`config.mk`:
```
export PLATFORM = sky130hd
export DESIGN_NAME = cond_logic
export DESIGN_NICKNAME = d
export VERILOG_FILES = /design/src/rtl/cond_logic.sv
export SDC_FILE = /design/constraint.sdc
export NUM_CORES = 1
export LEC_CHECK = 0
export BUFFER_PORTS_ARGS = -buffer_cell sky130_fd_sc_hd__buf_2
export CELL_PAD_IN_SITES_DETAIL_PLACEMENT = 0
export CELL_PAD_IN_SITES_GLOBAL_PLACEMENT = 1
export CORE_ASPECT_RATIO = 0.75
export CORE_UTILIZATION = 29
export CTS_CLUSTER_DIAMETER = 200
export DETAILED_ROUTE_END_ITERATION = 10
export GPL_TIMING_DRIVEN = 0
export HOLD_SLACK_MARGIN = 0.06
export PLACE_DENSITY_LB_ADDON = 0.1
export SYNTH_ARGS = -nofsm -noshare
export SYNTH_HDL_FRONTEND = slang
export SYNTH_SLANG_ARGS = --single-unit
```
`constraint.sdc`:
```
create_clock -name clk -period 1.8 [get_ports clk]
set_clock_uncertainty 0.2 [all_clocks]
set_input_delay 0.36 -clock clk [delete_from_list [all_inputs] [get_ports clk]]
set_output_delay 0.36 -clock clk [all_outputs]
set_load 0.01 [all_outputs]
```
`src/rtl/cond_logic.sv`:
```
// Conditional-execution unit: evaluates the instruction condition against the
// stored NZCV flags, gates the PC/register/memory writes and updates the flags.
module cond_logic #(
    parameter logic [3:0] FLAGS_RST = 4'b0000
) (
    input  logic       clk,
    input  logic       reset,
    input  logic [3:0] Cond,
    input  logic [3:0] ALUFlags,
    input  logic [1:0] FlagW,
    input  logic       PCS,
    input  logic       RegW,
    input  logic       MemW,
    input  logic       NoWrite,
    output logic       PCSrc,
    output logic       RegWrite,
    output logic       MemWrite,
    output logic [3:0] Flags,
    output logic       CondExReg
);

    logic [3:0] flags_r;
    logic       cond_ex_r;
    logic       cond_ex_s;
    logic [1:0] flag_write_s;

    // Full 16-entry condition table; code 1111 never executes.
    function automatic logic cond_eval(input logic [3:0] cond, input logic [3:0] flags);
        logic n;
        logic z;
        logic c;
        logic v;
        logic res;
        n = flags[3];
        z = flags[2];
        c = flags[1];
        v = flags[0];
        case (cond)
            4'b0000: res = z;
            4'b0001: res = ~z;
            4'b0010: res = c;
            4'b0011: res = ~c;
            4'b0100: res = n;
            4'b0101: res = ~n;
            4'b0110: res = v;
            4'b0111: res = ~v;
            4'b1000: res = c & ~z;
            4'b1001: res = ~c | z;
            4'b1010: res = (n == v);
            4'b1011: res = (n != v);
            4'b1100: res = ~z & (n == v);
            4'b1101: res = z | (n != v);
            4'b1110: res = 1'b1;
            default: res = 1'b0;
        endcase
        return res;
    endfunction

    // Condition evaluation and write gating; uses stored flags only, so an
    // instruction never sees the flags it produces itself.
    always_comb begin
        cond_ex_s    = cond_eval(Cond, flags_r);
        flag_write_s = FlagW & {2{cond_ex_s}};
        PCSrc        = PCS & cond_ex_s;
        RegWrite     = RegW & cond_ex_s & ~NoWrite;
        MemWrite     = MemW & cond_ex_s;
    end

    // Flag storage: N,Z and C,V halves are written independently.
    always_ff @(posedge clk or posedge reset) begin
        if (reset) begin
            flags_r <= FLAGS_RST;
        end else begin
            if (flag_write_s[1]) begin
                flags_r[3:2] <= ALUFlags[3:2];
            end else begin
                flags_r[3:2] <= flags_r[3:2];
            end
            if (flag_write_s[0]) begin
                flags_r[1:0] <= ALUFlags[1:0];
            end else begin
                flags_r[1:0] <= flags_r[1:0];
            end
        end
    end

    // One-cycle-late copy of the condition result.
    always_ff @(posedge clk or posedge reset) begin
        if (reset) begin
            cond_ex_r <= 1'b0;
        end else begin
            cond_ex_r <= cond_ex_s;
        end
    end

    assign Flags     = flags_r;
    assign CondExReg = cond_ex_r;

endmodule

```
==> qor.csv <==
stage;metric;value;unit
run_status;status;complete, but fails checks;
run_status;failed_checks;negative setup slack;
final_layout;nFillCells;185;
clock_tree;clk_pin_slew;0.05;ns
clock_tree;cts-root-buf;clkbuf_4;
critical_path;crit_chain;xor2_4 > a211oi_2 > a221oi_4 > o211ai_2 > and3b_1 > buf_2;
die;top_level_ports;24;
clock_tree;numCtsBuffers;3;
die;start_util;31.6;%
sta;fmax;0.435;GHz
global_routing;grt_pass1_vias;483;
sta;hold-worst-slack;0.154;ns
placed_design;placed_area;716;sq um
critical_path;crit_arrival;1.74;ns
final_layout;ff_latch_area;129;sq um
clock_tree;htreeDepth;1;
synth;ys_seq_area_share;22.3;%
final_layout;fin_area;866;sq um
synth;synth_top_family_by_area;compound AO/OA/AOI/OAI gates;
die;die-width;52.8;um
sta;final-setup-viol-count;7;
synth;synth_edf_count;0;
synth;ys_warn_count;0;
routing;wl;1.53;mm
synth;ys_seq_elements;5;
die;dieHeight;40.1;um
global_routing;antenna_found_initial;0;
sta;setup_ws;-0.501;ns
die;core_area;0.00177;sq mm
synth;synth_compound_area_share;27.9;%
critical_path;reg2regPathDepth;7;
placed_design;port_buffers;22;
routing;ant_nets;0;
critical_path;end_kind;output port;
critical_path;crit_path_start_kind;register;
die;rows;13;
placed_design;gp_congestion;0.745;
critical_path;setup.worst_path.class;reg -> out;
final_layout;drive_above_1_share;57.9;%
power;leakage;0.385;nW
final_layout;diodes;0;
critical_path;crit_family;compound AO/OA/AOI/OAI gates;
routing;post_drt_wl_per_cell;13.1;um
critical_path;required;1.24;ns
sta;post-route-period-util;128;%
routing;viasPerCell;5.03;
sta;grt_setup_unrepaired;yes;
routing;vias;588;
final_layout;final_cell_mix;22 x buf_2, 6 x buf_4;
sta;max_slew_margin;80.4;%
synth;synth_adder_area_share;0;%
critical_path;cp_max_fo;4;
sta;finalHoldViolations;0;
power;irDropWorstVdd;0.636;mV
routing;drt_pass1_iterations;4;
synth;yosys.area_share.simple;25.0;%
final_layout;syn2layout_area_growth;54.5;%
synth;synth_area;561;sq um
synth;synth_largest_area_cell;dfrtp_1;
critical_path;cp_slowest_cell;dfrtp_2;
sta;worst_slew_pin_slew;0.290;ns
flow_run;maxCapViolations;0;
final_layout;multi_input_area;458;sq um
synth;synthXorXnorAreaFrac;6.25;%
routing;drc;0;
clock_tree;cts_max_path_buffers;2;
synth;synthFlopType;dfrtp_1;
synth;synth_area_leaders;dfrtp_1 22%, mux2_4 5.4%, nand3b_1 5.4%;
global_routing;track_usage;15.8;%
global_routing;grt_pass1_wl;2.33;mm
synth;syn_avg_cell_area;9.19;sq um
synth;synthArstFlopShare;100;%
synth;synthMuxAreaShare;10.9;%
power;power_density;1160;mW/mm^2
sta;slew_viol_final;0;
critical_path;cp_num_cells;6;
synth;synth_cell_types;30;
clock_tree;numClockSinks;5;
clock_tree;clk_latency;0.24;ns
critical_path;max_stage_delay;0.46;ns
clock_tree;cts_tree;done;
synth;synth_top_cell_area_share;22.3;%
synth;netlist_instances;61;
final_layout;final_common_cell;buf_2;
final_layout;fin_nets;112;
critical_path;worst-path-buf-inv;1;
sta;timing.setup.tns;-2.49;ns
global_routing;grt_max_degree;11;
global_routing;overflow;0;
synth;synth_nets;77;
routing;drtIter0Drc;10;
placed_design;dp_hpwl;1.06;mm
worst_hold_path;worstHoldPathType;in -> reg;
die;dieArea;0.00211;sq mm
worst_hold_path;holdPathStages;2;
sta;period_needed;2.30;ns
[stage by stage]
| step | total power, mW | setup WS, ns | util (%) | instances |
|---|---|---|---|---|
| 2_1_floorplan | 0.552 | -0.185 | - | 61 |
| 6_report | 1.00 | -0.501 | 48.8 | 117 |
| 5_1_grt | 1.08 | -0.602 | 48.8 | 117 |
| 3_3_place_gp | 0.693 | -0.544 | 40.4 | 105 |
| 3_5_place_dp | 0.697 | -0.541 | 40.4 | 105 |
| 4_1_cts | 0.917 | -0.509 | 45.2 | 116 |
[sequential cells by signal (all words and copies together) (netlist names)]
signal and cells:
CondExReg 1, Flags 4
[per-layer routing]
| layer | vias up | GRT usage (%) | routed length [um] |
|---|---|---|---|
| li1 | 289 | - | - |
| met4 | 0 | 3.95 | 0 |
| met5 | - | 0 | 0 |
| met3 | 0 | 2.65 | 53 |
| met2 | 13 | 24.1 | 662 |
| met1 | 286 | 22.9 | 818 |
[Yosys cell counts (3+ instances only)]
library cell	number
xnor2_1	3
inv_1	4
nor2_1	4
nand3b_1	4
nand2_1	4
dfrtp_1	5
nand2b_1	3
[where the power goes]
| group | switching [mW] | internal [mW] | total (mW) | leakage, nW |
|---|---|---|---|---|
| Combinational | 0.277 | 0.345 | 0.621 | 0.315 |
| Sequential | 0.0848 | 0.170 | 0.255 | 0.0551 |
| Clock | 0.0450 | 0.0837 | 0.129 | 0.0150 |
[worst paths after layout]
check | start | slack [ns] | end
setup reg to reg | Flags[3]$_DFFE_PP0P_ | -0.35 | Flags[0]$_DFFE_PP0P_
max in group asynchronous | reset | 0.85 | Flags[3]$_DFFE_PP0P_
min in group asynchronous | reset | 0.36 | Flags[1]$_DFFE_PP0P_
hold reg to reg | Flags[1]$_DFFE_PP0P_ | 0.39 | Flags[1]$_DFFE_PP0P_
setup / recovery | Flags[3]$_DFFE_PP0P_ | -0.50 | RegWrite
hold / removal | ALUFlags[0] | 0.15 | Flags[0]$_DFFE_PP0P_
[layout make-up]
| cell class | instances | share of cell area [%] |
|---|---|---|
| Multi-Input combinational cell | 49 | 52.9 |
| Sequential cell | 5 | 14.9 |
| Clock buffer | 4 | 3.03 |
| Timing Repair Buffer | 30 | 21.1 |
| Tap cell | 22 | 3.18 |
| Buffer | 3 | 3.18 |
| Inverter | 4 | 1.73 |
[cell families after synthesis]
group,after synthesis
mux,5
compound gates,16
xor+xnor,4
simple gates,24
flops,5
buf+inv,7
[timing repair]
action,in CTS,in global routing
hold endpoints to repair,5,0
gates resized for setup,2,10
pin swaps,5,7
setup buffers,7,1
hold buffers,1,0
endpoints found under the setup margin,7,7
Note: power is estimated with default switching activity, not from simulation.
